[src/rtl/mem_bist_initiator.sv]
// Memory BIST initiator: writes seed^addr to every address over a valid/ready link,
// reads it back and counts mismatches. MEM_BIST_INV_PASS_EN adds an inverted write/read pass.
module mem_bist_initiator #(
    parameter int ADDR_WIDTH = 4,
    parameter int DATA_WIDTH = 16,
    parameter int DEPTH      = 16
) (
    input  logic                  clk,
    input  logic                  rst,
    input  logic                  start,
    input  logic [DATA_WIDTH-1:0] seed,
    output logic                  valid,
    output logic                  wr_rd,
    output logic [ADDR_WIDTH-1:0] addr,
    output logic [DATA_WIDTH-1:0] wdata,
    input  logic                  ready,
    input  logic [DATA_WIDTH-1:0] rdata,
    output logic                  busy,
    output logic                  done,
    output logic                  pass,
    output logic [7:0]            err_count,
    output logic [ADDR_WIDTH-1:0] fail_addr
);

`ifdef MEM_BIST_INV_PASS_EN
    typedef enum logic [2:0] {
        IDLE      = 3'd0,
        WRITE     = 3'd1,
        READ      = 3'd2,
        DONE      = 3'd3,
        WRITE_INV = 3'd4,
        READ_INV  = 3'd5
    } state_t;
`else
    typedef enum logic [1:0] {
        IDLE  = 2'd0,
        WRITE = 2'd1,
        READ  = 2'd2,
        DONE  = 2'd3
    } state_t;
`endif

    state_t                state_reg;
    logic [DATA_WIDTH-1:0] seed_reg;

    logic                  handshake;
    logic                  last_addr;
    logic                  inv_phase;
    logic                  mismatch;
    logic [ADDR_WIDTH-1:0] addr_inc;
    logic [DATA_WIDTH-1:0] exp_data;
    logic [DATA_WIDTH-1:0] next_wdata;

    always_comb begin
        handshake = valid && ready;
        last_addr = (addr == ADDR_WIDTH'(DEPTH - 1));
        addr_inc  = addr + ADDR_WIDTH'(1);
        inv_phase = 1'b0;
`ifdef MEM_BIST_INV_PASS_EN
        inv_phase = (state_reg == WRITE_INV) || (state_reg == READ_INV);
`endif
        exp_data   = seed_reg ^ DATA_WIDTH'(addr) ^ {DATA_WIDTH{inv_phase}};
        next_wdata = seed_reg ^ DATA_WIDTH'(addr_inc) ^ {DATA_WIDTH{inv_phase}};
        mismatch   = (rdata != exp_data);
    end

    always_ff @(posedge clk or posedge rst) begin
        if (rst) begin
            state_reg <= IDLE;
            seed_reg  <= '0;
            valid     <= 1'b0;
            wr_rd     <= 1'b0;
            addr      <= '0;
            wdata     <= '0;
            busy      <= 1'b0;
            done      <= 1'b0;
            pass      <= 1'b0;
            err_count <= '0;
            fail_addr <= '0;
        end else begin
            // Read-phase scoring is shared by the normal and inverted passes
            if (handshake && !wr_rd && mismatch) begin
                if (err_count != 8'hFF)
                    err_count <= err_count + 8'd1;
                if (err_count == 8'd0)
                    fail_addr <= addr;
            end

            case (state_reg)
                IDLE, DONE: begin
                    if (start) begin
                        state_reg <= WRITE;
                        seed_reg  <= seed;
                        err_count <= '0;
                        fail_addr <= '0;
                        done      <= 1'b0;
                        pass      <= 1'b0;
                        busy      <= 1'b1;
                        valid     <= 1'b1;
                        wr_rd     <= 1'b1;
                        addr      <= '0;
                        wdata     <= seed;
                    end
                end
                WRITE: begin
                    if (handshake) begin
                        if (last_addr) begin
                            state_reg <= READ;
                            wr_rd     <= 1'b0;
                            addr      <= '0;
                            wdata     <= '0;
                        end else begin
                            addr  <= addr_inc;
                            wdata <= next_wdata;
                        end
                    end
                end
                READ: begin
                    if (handshake) begin
                        if (last_addr) begin
                            addr <= '0;
`ifdef MEM_BIST_INV_PASS_EN
                            state_reg <= WRITE_INV;
                            wr_rd     <= 1'b1;
                            wdata     <= ~seed_reg;
`else
                            state_reg <= DONE;
                            valid     <= 1'b0;
                            busy      <= 1'b0;
                            done      <= 1'b1;
                            pass      <= (err_count == 8'd0) && !mismatch;
`endif
                        end else begin
                            addr <= addr_inc;
                        end
                    end
                end
`ifdef MEM_BIST_INV_PASS_EN
                WRITE_INV: begin
                    if (handshake) begin
                        if (last_addr) begin
                            state_reg <= READ_INV;
                            wr_rd     <= 1'b0;
                            addr      <= '0;
                            wdata     <= '0;
                        end else begin
                            addr  <= addr_inc;
                            wdata <= next_wdata;
                        end
                    end
                end
                READ_INV: begin
                    if (handshake) begin
                        if (last_addr) begin
                            state_reg <= DONE;
                            addr      <= '0;
                            valid     <= 1'b0;
                            busy      <= 1'b0;
                            done      <= 1'b1;
                            pass      <= (err_count == 8'd0) && !mismatch;
                        end else begin
                            addr <= addr_inc;
                        end
                    end
                end
`endif
                default: state_reg <= IDLE;
            endcase
        end
    end

endmodule

[config.mk]
export PLATFORM = sky130hd
export DESIGN_NAME = mem_bist_initiator
export DESIGN_NICKNAME = d
export VERILOG_FILES = /design/src/rtl/mem_bist_initiator.sv
export SDC_FILE = /design/constraint.sdc
export NUM_CORES = 1
export LEC_CHECK = 0
export CAP_MARGIN = 0
export CORE_ASPECT_RATIO = 0.75
export CORE_MARGIN = 2
export CORE_UTILIZATION = 40
export DETAILED_ROUTE_END_ITERATION = 8
export PLACE_DENSITY_LB_ADDON = 0.12
export SETUP_SLACK_MARGIN = 0.05
export SLEW_MARGIN = 0
export SYNTH_ARGS = -nofsm -noshare
export SYNTH_HDL_FRONTEND = slang
export SYNTH_SLANG_ARGS = --single-unit
[constraint.sdc]
create_clock -name clk -period 3.02 [get_ports clk]
set_clock_uncertainty 0.2 [all_clocks]
set_input_delay 0.302 -clock clk [delete_from_list [all_inputs] [get_ports clk]]
set_output_delay 0.302 -clock clk [all_outputs]
set_load 0.05 [all_outputs]
Word level (Yosys, flattened, before mapping) --
Index checks and enable logic that the tools add are counted. Widths: inputs -> output; s select.
Word-level totals: input port bits 36, logic and storage cells 78, output and inout bits 37, register bits after elaboration 54
Cells by class: equal/unequal tests 12, reduce and logical (&&, ||, !) cells 18, add/sub/neg operators 2, mux-type cells 34, bitwise gates (word level) 2
Operator list (number):
- $mux 16 | 3
- $mux 8 | 4
- $pmux 16 s2 | 1
- $xor 16x4->16 | 2
- $mux 4 | 7
- $ne 16x16->1 | 1
- $mux 2 | 5
- $ne 2x2->1 const B | 5
- $add 8x1->8 const B | 1
- $logic_not 8->1 | 1
- $mux 1 | 8
- $ne 8x8->1 const B | 1
- $pmux 1 s2 | 4
- $pmux 4 s2 | 1
- $reduce_and 4->1 | 2
- $pmux 2 s3 | 1
- $reduce_and 5->1 | 1
- $add 4x1->4 const B | 1
- $eq 2x2->1 const B | 2
- $eq 4x4->1 const B | 1
- $logic_and 1x1->1 | 4
- $reduce_and 2->1 | 2
- $reduce_bool 2->1 | 2
- $reduce_or 2->1 | 2
- 5 further kinds | 6

Longest topological paths before layout --
Gate-level depths: netlist of run 1.
word-level depth 7, depth in mapped cells 8, mapped depth without buffers 7

Least setup slack after synthesis of run 1 --
OpenSTA, ideal clock, no wires.
path type register -> register, start point register addr[0], end point register done, stages on the path, launching flop included 6, path buffers 0, required time 2.695 ns, clock period less this slack 2.592 ns, data arrival time 2.267 ns, slack 0.428 ns, library setup time 0.125 ns, cell sequence dfrtp_1 ha_1 nand3_1 or2_2 a211oi_1 mux2_2
On the way: word-level cells in the longest chain between the ends 3
Ends and longest elaborated chain:
- start, declared | RTL line 14 | output logic [ADDR_WIDTH-1:0] addr,
- start signal, assigned | RTL line 113 | addr <= addr_inc;
- start signal, assigned | RTL line 134 | addr <= addr_inc;
- $eq 4x4->1 | RTL line 56 | last_addr = (addr == ADDR_WIDTH'(DEPTH - 1));
- $ne 2x2->1 (no source line)
- $reduce_and 4->1 (no source line)
- end signal, assigned | RTL line 76 | done <= 1'b0;
- end signal, assigned | RTL line 96 | done <= 1'b0;
- end signal, assigned | RTL line 130 | done <= 1'b1;
- end, declared | RTL line 19 | output logic done,
No other way between the ends. A chain may end at the register's enable or synchronous reset.

Worst setup path after layout of run 1 --
start point register addr[0], end point register fail_addr[2]
On the way: word-level cells in the longest chain between the ends 6
Ends and longest elaborated chain:
- $xor 16x4->16 (*) | RTL line 62 | exp_data = seed_reg ^ DATA_WIDTH'(addr) ^ {DATA_WIDTH{inv_phase}};
- $ne 16x16->1 (*) | RTL line 64 | mismatch = (rdata != exp_data);
- $logic_and 1x1->1 (*) | RTL line 82 | if (handshake && !wr_rd && mismatch) begin
- $mux 4 (*) | RTL line 82
- $mux 4 | RTL line 91 | if (start) begin
- $mux 4 (*) | RTL line 89 | case (state_reg)
- end signal, assigned | RTL line 86 | fail_addr <= addr;
- end, declared | RTL line 22 | output logic [ADDR_WIDTH-1:0] fail_addr
Mark *: on every way between the ends. The rest lies on a longest branch, timed or not.

==> results.md, run 1 <==
- Status: finished, final reports clean
- Reg2Reg Capture Point: fail_addr[2]
- GPL Wtd Cong: just over 0.8
- Unrepaired setup endpoints after global routing: no
- Final slew viol count: 0
- Maxcap violations: 0
- Top Ports: between 70 and 80
- Clock share of power: 12.2%
- Crit-path cells: xnor2_1 > xnor2_1 > nor3_1 > a211oi_1 > nand2_1 > mux2i_1
- Layout cells sized above 1: 6.97%
- First-pass GRT wire length: 11,900 um
- Post-synthesis instance area: 2780 um^2
- Synthesis-to-layout area growth: 32.6%
- Nets: 414
- Number of synthesized register bits: 54
- Sequential area share after synthesis: 48.6%
- Yosys warns: 0
- Crit path kind: register to register
- Slowest CP cell: a211oi_1
- Relative slew margins: about half
- Sequential power share: about a third
- Ant diodes: 0
- Final Hold Viols: 0
- Startpoint type of the worst setup path: register
- Placed inst area: roughly 3600 um^2
- Clock network latency to the later pin of the worst-skew pair: between 300 and 400 ps
- WP data required: approximately 3100 ps
- Initial antenna violation count: 0
- Async set or reset register ratio after synthesis: 100%
- Fmax: 388 MHz
- Flop2flop setup slack: between 400 and 500 ps
- Sw Ratio: between 40% and 50%
- Global route overflow: 0
- Max VDD drop: approximately 0.42 mV
- Initial Utilization: 41.1%
- CTS Sinks: 54
- Num CTS Buffers: 5
- TritonCTS clock tree: done
- Tot Pwr: ~3.5 mW
- Hold WC Path Type: primary input to asynchronous set/reset pin
- Routed Antenna Nets: 0
- Worst EP arrival: approximately 2600 ps
- Vias per cell: about 5.2
- Drt pass-1 iters: 5
- Core Box Area: between 6000 and 7000 um^2
- Sw power: ~1.6 mW
- Comb power frac: around 55%
- Count of different cell masters after synthesis: between 40 and 50
- CTS root buf: clkbuf_8
- Static Leak: between 1.5 and 2 nW
- Power per cell area: 950 nW/um^2
- Period utilisation layout: a little under nine tenths
- WL final: between 7000 and 8000 um
- R2r startpoint: addr[0]
- Internal power: ~1.9 mW
- Largest net degree at the start of global routing: 29
- Clock Path Buffers: 2
- Leading area contributor after synthesis: dfrtp_1
- Port Buf Inserts: 72
- CTS-repair resized insts: 0
- Final min period: ~2600 ps
- Post-Syn Nets: about 340
- Top cells by area, synth: dfrtp_1 49%, nand2_1 9.6%, xnor2_1 6.3%
- Drt wl/cell: roughly 15 um
- Most used cell, CP: xnor2_1
- Chip Width: approximately 100 um
- H-Tree Depth: 2
- Final setup violation count: 0
- Die Area: around 7600 um^2
- R2r worst-path depth: 6
- Postcts setup bufs: 0
- Worst-Margin Slew: between 700 and 800 ps
- Synth top area share: around 49%
- Top_reg_cell synth: dfrtp_1
- Clk slew on worst S/H paths: about 100 ps
- Cell Rows: 26
- Hold Slack: around 130 ps
- Number of cells produced by synthesis: 300
- Post-synth EDFFs: 0
- Chip height: around 76 um
- Final HPWL DP: approximately 5000 um
- CP max FO: 7
- Final TNS setup: 0 ps
- Crit. End Element: register
- DRC viols: 0
- Syn Area/Cell: approximately 9.3 um^2
- Final instance area: between 3000 and 4000 um^2
- CP max stage delay: between 600 and 700 ps
- # fillers: about 630
- Initial DRC count: 115
- CTS Hold Bufs: 0
- Vias in the first global route: 2,404
- Routed vias: about 2.4k
- Gr usage total: between 10% and 20%
-- kinds of logic (layout without fill, tap and decap cells) --
family          after synthesis  count (layout)  synth area share [%]
compound gates               55              55                  13.2
buf+inv                      29             102                  4.59
xor+xnor                     23              23                  7.24
mux                           7               7                  2.61
simple gates                126             126                  21.1
flops                        54              54                  48.6
fa+ha+maj                     6               6                  2.70
-- how the worst max path moves through the flow --
stage	startpoint	to	slack, ps	cells past startpoint
CTS	addr[0]	fail_addr[2]	400	6
detailed placement	rdata[2]	fail_addr[3]	300	7
global route	addr[0]	fail_addr[0]	180	6
finish	addr[0]	fail_addr[2]	440	6
global placement	rdata[1]	fail_addr[0]	380	7
floorplan	addr[0]	done	430	5
-- power by group through the flow --
| stage | Sequential, mW | Combinational, mW | Clock [mW] |
|---|---|---|---|
| 2_1_floorplan | 1.53 | 0.981 | 0 |
| 3_5_place_dp | 1.17 | 1.92 | 0 |
| 6_report | 1.16 | 1.91 | 0.428 |
| 3_3_place_gp | 1.17 | 1.88 | 0 |
| 4_1_cts | 1.16 | 1.92 | 0.438 |
| 5_1_grt | 1.20 | 2.11 | 0.462 |
-- per-layer routing --
metal	vias up	global-route usage, %	share of wire [%]
li1	1176	-	-
met1	1130	29.9	51
met2	78	27.9	43
met3	7	4.04	5.5
met4	0	4.25	0.84
met5	-	0	0
-- synth_stat cells (all sizes together) (2+ instances only) --
library cell,instances
or4,2
and3,7
mux2i,5
ha,6
a211o,2
nor2b,9
xor2,3
o21ai,16
inv,14
nand2b,2
nand3,9
nand2,71
and4,2
buf,3
o31ai,3
clkbuf,12
o211ai,2
dfrtp,54
or2,2
a211oi,4
a31oi,8
a21oi,8
nand4,3
nor2,11
nor3,2
xnor2,20
mux2,2
a222oi,8
nor4,3
-- critical path: cells and delay by family, from the launching register on --
| kind | cells | cell delay [ps] |
|---|---|---|
| mux | 1 | 240 |
| flops | 1 | 480 |
| simple gates | 2 | 450 |
| compound gates | 1 | 670 |
| xor+xnor | 2 | 450 |
-- layout make-up --
class	instances	area (um^2)	share of cell area (%)
multi-input combinational	217	1300	35.3
timing repair buffer	80	781	21.2
tap	84	105	2.85
clock buffer	6	82.6	2.24
clock inverter	2	12.5	0.339
inverter	14	52.6	1.43
sequential	54	1350	36.6
-- stage by stage --
step | util (%) | cells | setup slack (ps)
3_3_place_gp | 53.1 | 449 | 376
2_1_floorplan | - | 300 | 428
4_1_cts | 54.5 | 457 | 405
5_1_grt | 54.5 | 457 | 179
3_5_place_dp | 53.1 | 449 | 300
6_report | 54.5 | 457 | 442
-- placed cells by master, fill, tap and decap left out, drive strengths merged, types with 2 or more instances in the layout --
cell	netlist	routed
dfrtp	54	54
a222oi	8	8
or2	2	2
mux2i	5	5
nor3	2	2
a211oi	4	4
o31ai	3	3
a21oi	8	8
and3	7	7
clkdlybuf4s50	0	72
ha	6	6
inv	14	14
o21ai	16	16
mux2	2	2
nand3	9	9
or4	2	2
a31oi	8	8
nand2b	2	2
buf	3	8
nand4	3	3
o211ai	2	2
xor2	3	3
and4	2	2
xnor2	20	20
a211o	2	2
nand2	71	71
clkbuf	12	6
nor4	3	3
nor2b	9	9
nor2	11	11
Note: power is estimated with default switching activity, not from simulation.
==> inputs of run 2 (changes only) <==
- ABC_CLOCK_PERIOD_IN_PS: not set -> 3020
- RECOVER_POWER: not set -> 25
==> run 2 against run 1 <==
- cell area decreased by 0.20%
- sequential share of layout area increased by 0.075 points
- critical endpoint unchanged
- setup slack improved by 7.6 ps
- fmax increased by 0.30%
- sequential power about the same
- count of clock-buffer cells in the layout unchanged
==> results.md, run 2 (synthesized netlist as in run 1, its figures left out) <==
- Drt wl/cell: 15.3 um (was 15.4 um)
- CP max FO: 7 (unchanged)
- Routed vias: 2,377 (was 2,391)
- Hold Slack: 290 ps (was 133 ps)
- Die Area: 7640 um^2 (unchanged)
- Most frequent cells in the layout: 71 x nand2_1, 71 x clkdlybuf4s50_1, 54 x dfrtp_1 (was 72 x clkdlybuf4s50_1, 71 x nand2_1, 54 x dfrtp_1)
- Final HPWL DP: 5010 um (unchanged)
- TritonCTS clock tree: done (unchanged)
- Final Hold Viols: 0 (unchanged)
- Crit. End Element: register (unchanged)
- WP data required: 3050 ps (about the same)
- Hold WC Path Type: register to register (was primary input to asynchronous set/reset pin)
- Worst Path Buf+Inv: 0 (unchanged)
- Crit-path cells: xnor2_1 > xnor2_1 > nor3_1 > a211oi_1 > nand2_1 > mux2i_1 (unchanged)
- CP max stage delay: 670 ps (about the same)
- GPL Wtd Cong: 0.809 (unchanged)
- Initial DRC count: 115 (unchanged)
- Chip height: 76.2 um (unchanged)
- Startpoint type of the worst setup path: register (unchanged)
- Maxcap violations: 0 (unchanged)
- Initial antenna violation count: 0 (unchanged)
- DRC viols: 0 (unchanged)
- Placed inst area: 3590 um^2 (unchanged)
- Routed Antenna Nets: 0 (unchanged)
- Port Buf Inserts: 72 (unchanged)
- Final slew viol count: 0 (unchanged)
- FF/Latch Area: 1350 um^2 (unchanged)
- Nets: 414 (unchanged)
- # fillers: 627 (was 628)
- Worst-Margin Slew: 940 ps (was 753 ps)
- Clk slew on worst S/H paths: 100 ps (about the same)
- Cell Rows: 26 (unchanged)
- Final TNS setup: 0 ps (unchanged)
- Final instance area: 3680 um^2 (was 3690 um^2)
- Slowest CP cell: a211oi_1 (unchanged)
- Global route overflow: 0 (unchanged)
- CTS Hold Bufs: 0 (unchanged)
- WL final: 6980 um (was 7020 um)
- First-pass GRT wire length: 11,900 um (unchanged)
- Clock Path Buffers: 2 (unchanged)
- Largest net degree at the start of global routing: 29 (unchanged)
- H-Tree Depth: 2 (unchanged)
- Worst EP arrival: 2600 ps (was 2610 ps)
- CTS-repair resized insts: 0 (unchanged)
- Most used cell, CP: xnor2_1 (unchanged)
- Clock network latency to the later pin of the worst-skew pair: 310 ps (about the same)
- Vias in the first global route: 2,404 (unchanged)
- Gr usage total: 19.4% (unchanged)
- Footprint of the multi-input gates: 1300 um^2 (unchanged)
- Vias per cell: 5.20 (was 5.23)
- Max VDD drop: 0.422 mV (about the same)
- Top Ports: 73 (unchanged)
- Postcts setup bufs: 0 (unchanged)
- Ant diodes: 0 (unchanged)
- Status: finished, final reports clean (unchanged)
- Tot Pwr: 3.49 mW (was 3.50 mW)
- Layout cells sized above 1: 6.17% (was 6.97%)
- Crit path kind: register to register (unchanged)
- Core Box Area: 6770 um^2 (unchanged)
- Power per cell area: 949 nW/um^2 (was 950 nW/um^2)
- Static Leak: 1.64 nW (was 1.65 nW)
- Unrepaired setup endpoints after global routing: no (unchanged)
- Drt pass-1 iters: 6 (was 5)
- CTS root buf: clkbuf_8 (unchanged)
- Period utilisation layout: 85.1% (was 85.4%)
- Synthesis-to-layout area growth: 32.3% (was 32.6%)
- Relative slew margins: 37.2% (was 49.5%)
- Chip Width: 100 um (unchanged)
- CP delay by family, top: compound AO/OA/AOI/OAI gates (unchanged)
- Num CTS Buffers: 5 (unchanged)
- CTS Sinks: 54 (unchanged)
- Final min period: 2570 ps (was 2580 ps)
- Final setup violation count: 0 (unchanged)
- Fmax: 389 MHz (was 388 MHz)
- Initial Utilization: 41.1% (unchanged)
==> run 2: tightest hold or removal path: stages, from the launching register on <==
cell	delay, ps
dfrtp_1	360
nand2_1	40
o21ai_0	60
==> run 2: area by class of cell <==
type                            count  area share [%]
Clock inverter                      2           0.340
Multi-Input combinational cell    217            35.4
Sequential cell                    54            36.7
Timing Repair Buffer               80            21.0
Clock buffer                        6            2.24
Inverter                           14            1.43
Tap cell                           84            2.86
==> run 2: per-layer routing <==
metal | GRT usage (%) | wire (um) | vias up | share of wire (%)
met5 | 0 | 0 | - | 0
met2 | 27.9 | 2980 | 76 | 43
met3 | 4.04 | 355 | 9 | 5.1
li1 | - | - | 1177 | -
met1 | 29.9 | 3590 | 1115 | 51
met4 | 4.25 | 62 | 0 | 0.89
==> run 2: path summary, 6_finish.rpt <==
path,slack (ps),to,depth (start not counted),start
min,290,wdata[12],2,wdata[12]
max,450,fail_addr[2],6,addr[0]
max reg2reg,450,fail_addr[2],6,addr[0]
max in group asynchronous,900,fail_addr[1],3,rst
min in group asynchronous,430,seed_reg[11],2,rst
min reg2reg,290,wdata[12],2,wdata[12]
==> run 2: power by group <==
part / internal, mW / switching, mW / total, mW
Clock: 0.185 / 0.240 / 0.425
Sequential: 0.966 / 0.194 / 1.16
Combinational: 0.707 / 1.20 / 1.91
Total: 1.86 / 1.64 / 3.49
==> run 2: stage by stage <==
stage | util (%) | std cells | setup WS, ps
after floorplan | - | 300 | 428
after global placement | 53.1 | 449 | 376
after detailed placement | 53.1 | 449 | 300
after CTS | 54.5 | 457 | 405
after global routing | 54.4 | 457 | 179
final | 54.4 | 457 | 450
==> inputs of run 3 (changes only) <==
--- a/config.mk
+++ b/config.mk
@@ -6,5 +6,5 @@
 export NUM_CORES = 1
 export LEC_CHECK = 0
-export ABC_CLOCK_PERIOD_IN_PS = 3020
+export ABC_CLOCK_PERIOD_IN_PS = 3200
 export CAP_MARGIN = 0
 export CORE_ASPECT_RATIO = 0.75
==> constraint.sdc (replaced) <==
create_clock -name clk -period 3.2 [get_ports clk]
set_clock_uncertainty 0.2 [all_clocks]
set_input_delay 0.32 -clock clk [delete_from_list [all_inputs] [get_ports clk]]
set_output_delay 0.32 -clock clk [all_outputs]
set_load 0.005 [all_outputs]
==> run 3 against run 2 <==
- non-clock buffer count is 2 lower
- sequential share of layout area is 0.062 points lower
- die area stayed put
- final cell count is 0.66% lower
- count of clock-buffer cells in the layout stayed put
- via count hardly changed
- fmax is 1.8% lower
- clock power is 10% higher
- sequential power is 5% lower
- critical endpoint unchanged
- setup slack better by 130 ps
- first-iteration DRC count is 10% higher
==> results.md, run 3 (synthesized netlist as in run 1, its figures left out) <==
- Layout cells sized above 1: 5.68% (was 6.17%)
- Max VDD drop: 0.291 mV (was 0.422 mV)
- Vias per cell: 5.24 (was 5.20)
- H-Tree Depth: 2 (unchanged)
- Period utilisation layout: 81.8% (was 85.1%)
- Final instance area: 3690 um^2 (was 3680 um^2)
- Die Area: 7640 um^2 (unchanged)
- Placed inst area: 3580 um^2 (was 3590 um^2)
- Static Leak: 1.65 nW (was 1.64 nW)
- Placed cell count: 447 (was 449)
- Postcts setup bufs: 0 (unchanged)
- Worst EP arrival: 2630 ps (was 2600 ps)
- First-pass GRT wire length: 11,400 um (was 11,900 um)
- CP max FO: 7 (unchanged)
- Crit path kind: register to register (unchanged)
- Cell Rows: 26 (unchanged)
- Vias in the first global route: 2,288 (was 2,404)
- Port Buf Inserts: 72 (unchanged)
- Initial DRC count: 127 (was 115)
- # fillers: 636 (was 627)
- Fmax: 382 MHz (was 389 MHz)
- DRC viols: 0 (unchanged)
- Final TNS setup: 0 ps (unchanged)
- Nets: 412 (was 414)
- Num CTS Buffers: 5 (unchanged)
- Clk slew on worst S/H paths: 90 ps (was 100 ps)
- Initial Utilization: 41.1% (unchanged)
- Power per cell area: 803 nW/um^2 (was 949 nW/um^2)
- Largest net degree at the start of global routing: 30 (was 29)
- Non-filler instance count after layout: 454 (was 457)
- WL final: 6880 um (was 6980 um)
- Core Box Area: 6770 um^2 (unchanged)
- Final Hold Viols: 0 (unchanged)
- WP data required: 3210 ps (was 3050 ps)
- Most frequent cells in the layout: 71 x nand2_1, 71 x clkdlybuf4s50_1, 54 x dfrtp_1 (unchanged)
- Relative slew margins: 28.6% (was 37.2%)
- Synthesis-to-layout area growth: 32.5% (was 32.3%)
- Chip Width: 100 um (unchanged)
- Clock Path Buffers: 2 (unchanged)
- Final HPWL DP: 5010 um (about the same)
- Routed vias: 2,378 (was 2,377)
- CTS Sinks: 54 (unchanged)
- Maxcap violations: 0 (unchanged)
- Clock network latency to the later pin of the worst-skew pair: 300 ps (was 310 ps)
- GPL Wtd Cong: 0.842 (was 0.809)
- Final slew viol count: 0 (unchanged)
- Worst-Margin Slew: 1070 ps (was 940 ps)
- Ant diodes: 0 (unchanged)
- Chip height: 76.2 um (unchanged)
- Unrepaired setup endpoints after global routing: no (unchanged)
- Startpoint type of the worst setup path: register (unchanged)
- Crit. End Element: register (unchanged)
- Initial antenna violation count: 0 (unchanged)
- Drt wl/cell: 15.2 um (was 15.3 um)
- Gr usage total: 18.4% (was 19.4%)
- Routed Antenna Nets: 0 (unchanged)
- CTS Hold Bufs: 0 (unchanged)
- Final min period: 2620 ps (was 2570 ps)
- CTS root buf: clkbuf_8 (unchanged)
- CTS-repair resized insts: 0 (unchanged)
- Hold Slack: 286 ps (was 290 ps)
- Global route overflow: 0 (unchanged)
- Final setup violation count: 0 (unchanged)
- Drt pass-1 iters: 5 (was 6)
- TritonCTS clock tree: done (unchanged)
- Status: finished, final reports clean (unchanged)
- Hold WC Path Type: register to register (unchanged)
- Top Ports: 73 (unchanged)
==> run 3: cell types whose count changed in the layout (fill, tap and decap cells not counted) <==
cell        change
buf_4           -1
bufinv_16       +1
clkbuf_1        -1
clkinv_2        -1
clkinvlp_4      -1
==> run 3: final cells by class <==
class | instances | area [um^2] | share of cell area [%]
clock buffer | 6 | 82.6 | 2.24
timing repair buffer | 78 | 762 | 20.7
sequential | 54 | 1350 | 36.7
clock inverter | 1 | 30.0 | 0.815
inverter | 14 | 52.6 | 1.43
tap | 84 | 105 | 2.85
multi-input combinational | 217 | 1300 | 35.3
==> run 3: report_power, final <==
| part | internal (mW) | total [mW] | switching (mW) |
|---|---|---|---|
| Combinational | 0.650 | 1.39 | 0.742 |
| Clock | 0.251 | 0.468 | 0.218 |
| Sequential | 0.912 | 1.10 | 0.188 |
==> run 3: per-stage QoR <==
step	setup WS [ps]	total power [mW]	util, %
4_1_cts	598	2.99	54.5
2_1_floorplan	966	1.99	-
6_report	582	2.96	54.5
5_1_grt	330	3.21	54.5
3_5_place_dp	446	2.52	52.9
3_3_place_gp	564	2.49	52.9
==> run 3: path summary, 6_finish.rpt <==
path / startpoint / end / slack (ps) / cells past startpoint
max in group asynchronous: rst / seed_reg[0] / 1130 / 3
worst max register to register: addr[0] / fail_addr[2] / 580 / 6
worst min register to register: wdata[12] / wdata[12] / 290 / 2
worst max-delay path: addr[0] / fail_addr[2] / 580 / 6
worst min-delay path: wdata[12] / wdata[12] / 290 / 2
min in group asynchronous: rst / err_count[7] / 510 / 2
==> run 3: routing by layer <==
layer	share of wire, %	vias to the layer above	GRT usage (%)	routed length, um
met1	50	1133	27.5	3420
met4	0.64	0	3.42	44
met2	45	62	27.8	3090
met5	0	-	0	0
li1	-	1178	-	-
met3	4.8	5	3.58	333
==> run 3: worst max-delay path, stage by stage (launching register included) <==
cell and delay, ps:
dfrtp_1 480, xnor2_1 280, xnor2_1 160, nor3_1 120, a211oi_1 670, nand2_1 350, mux2i_1 270
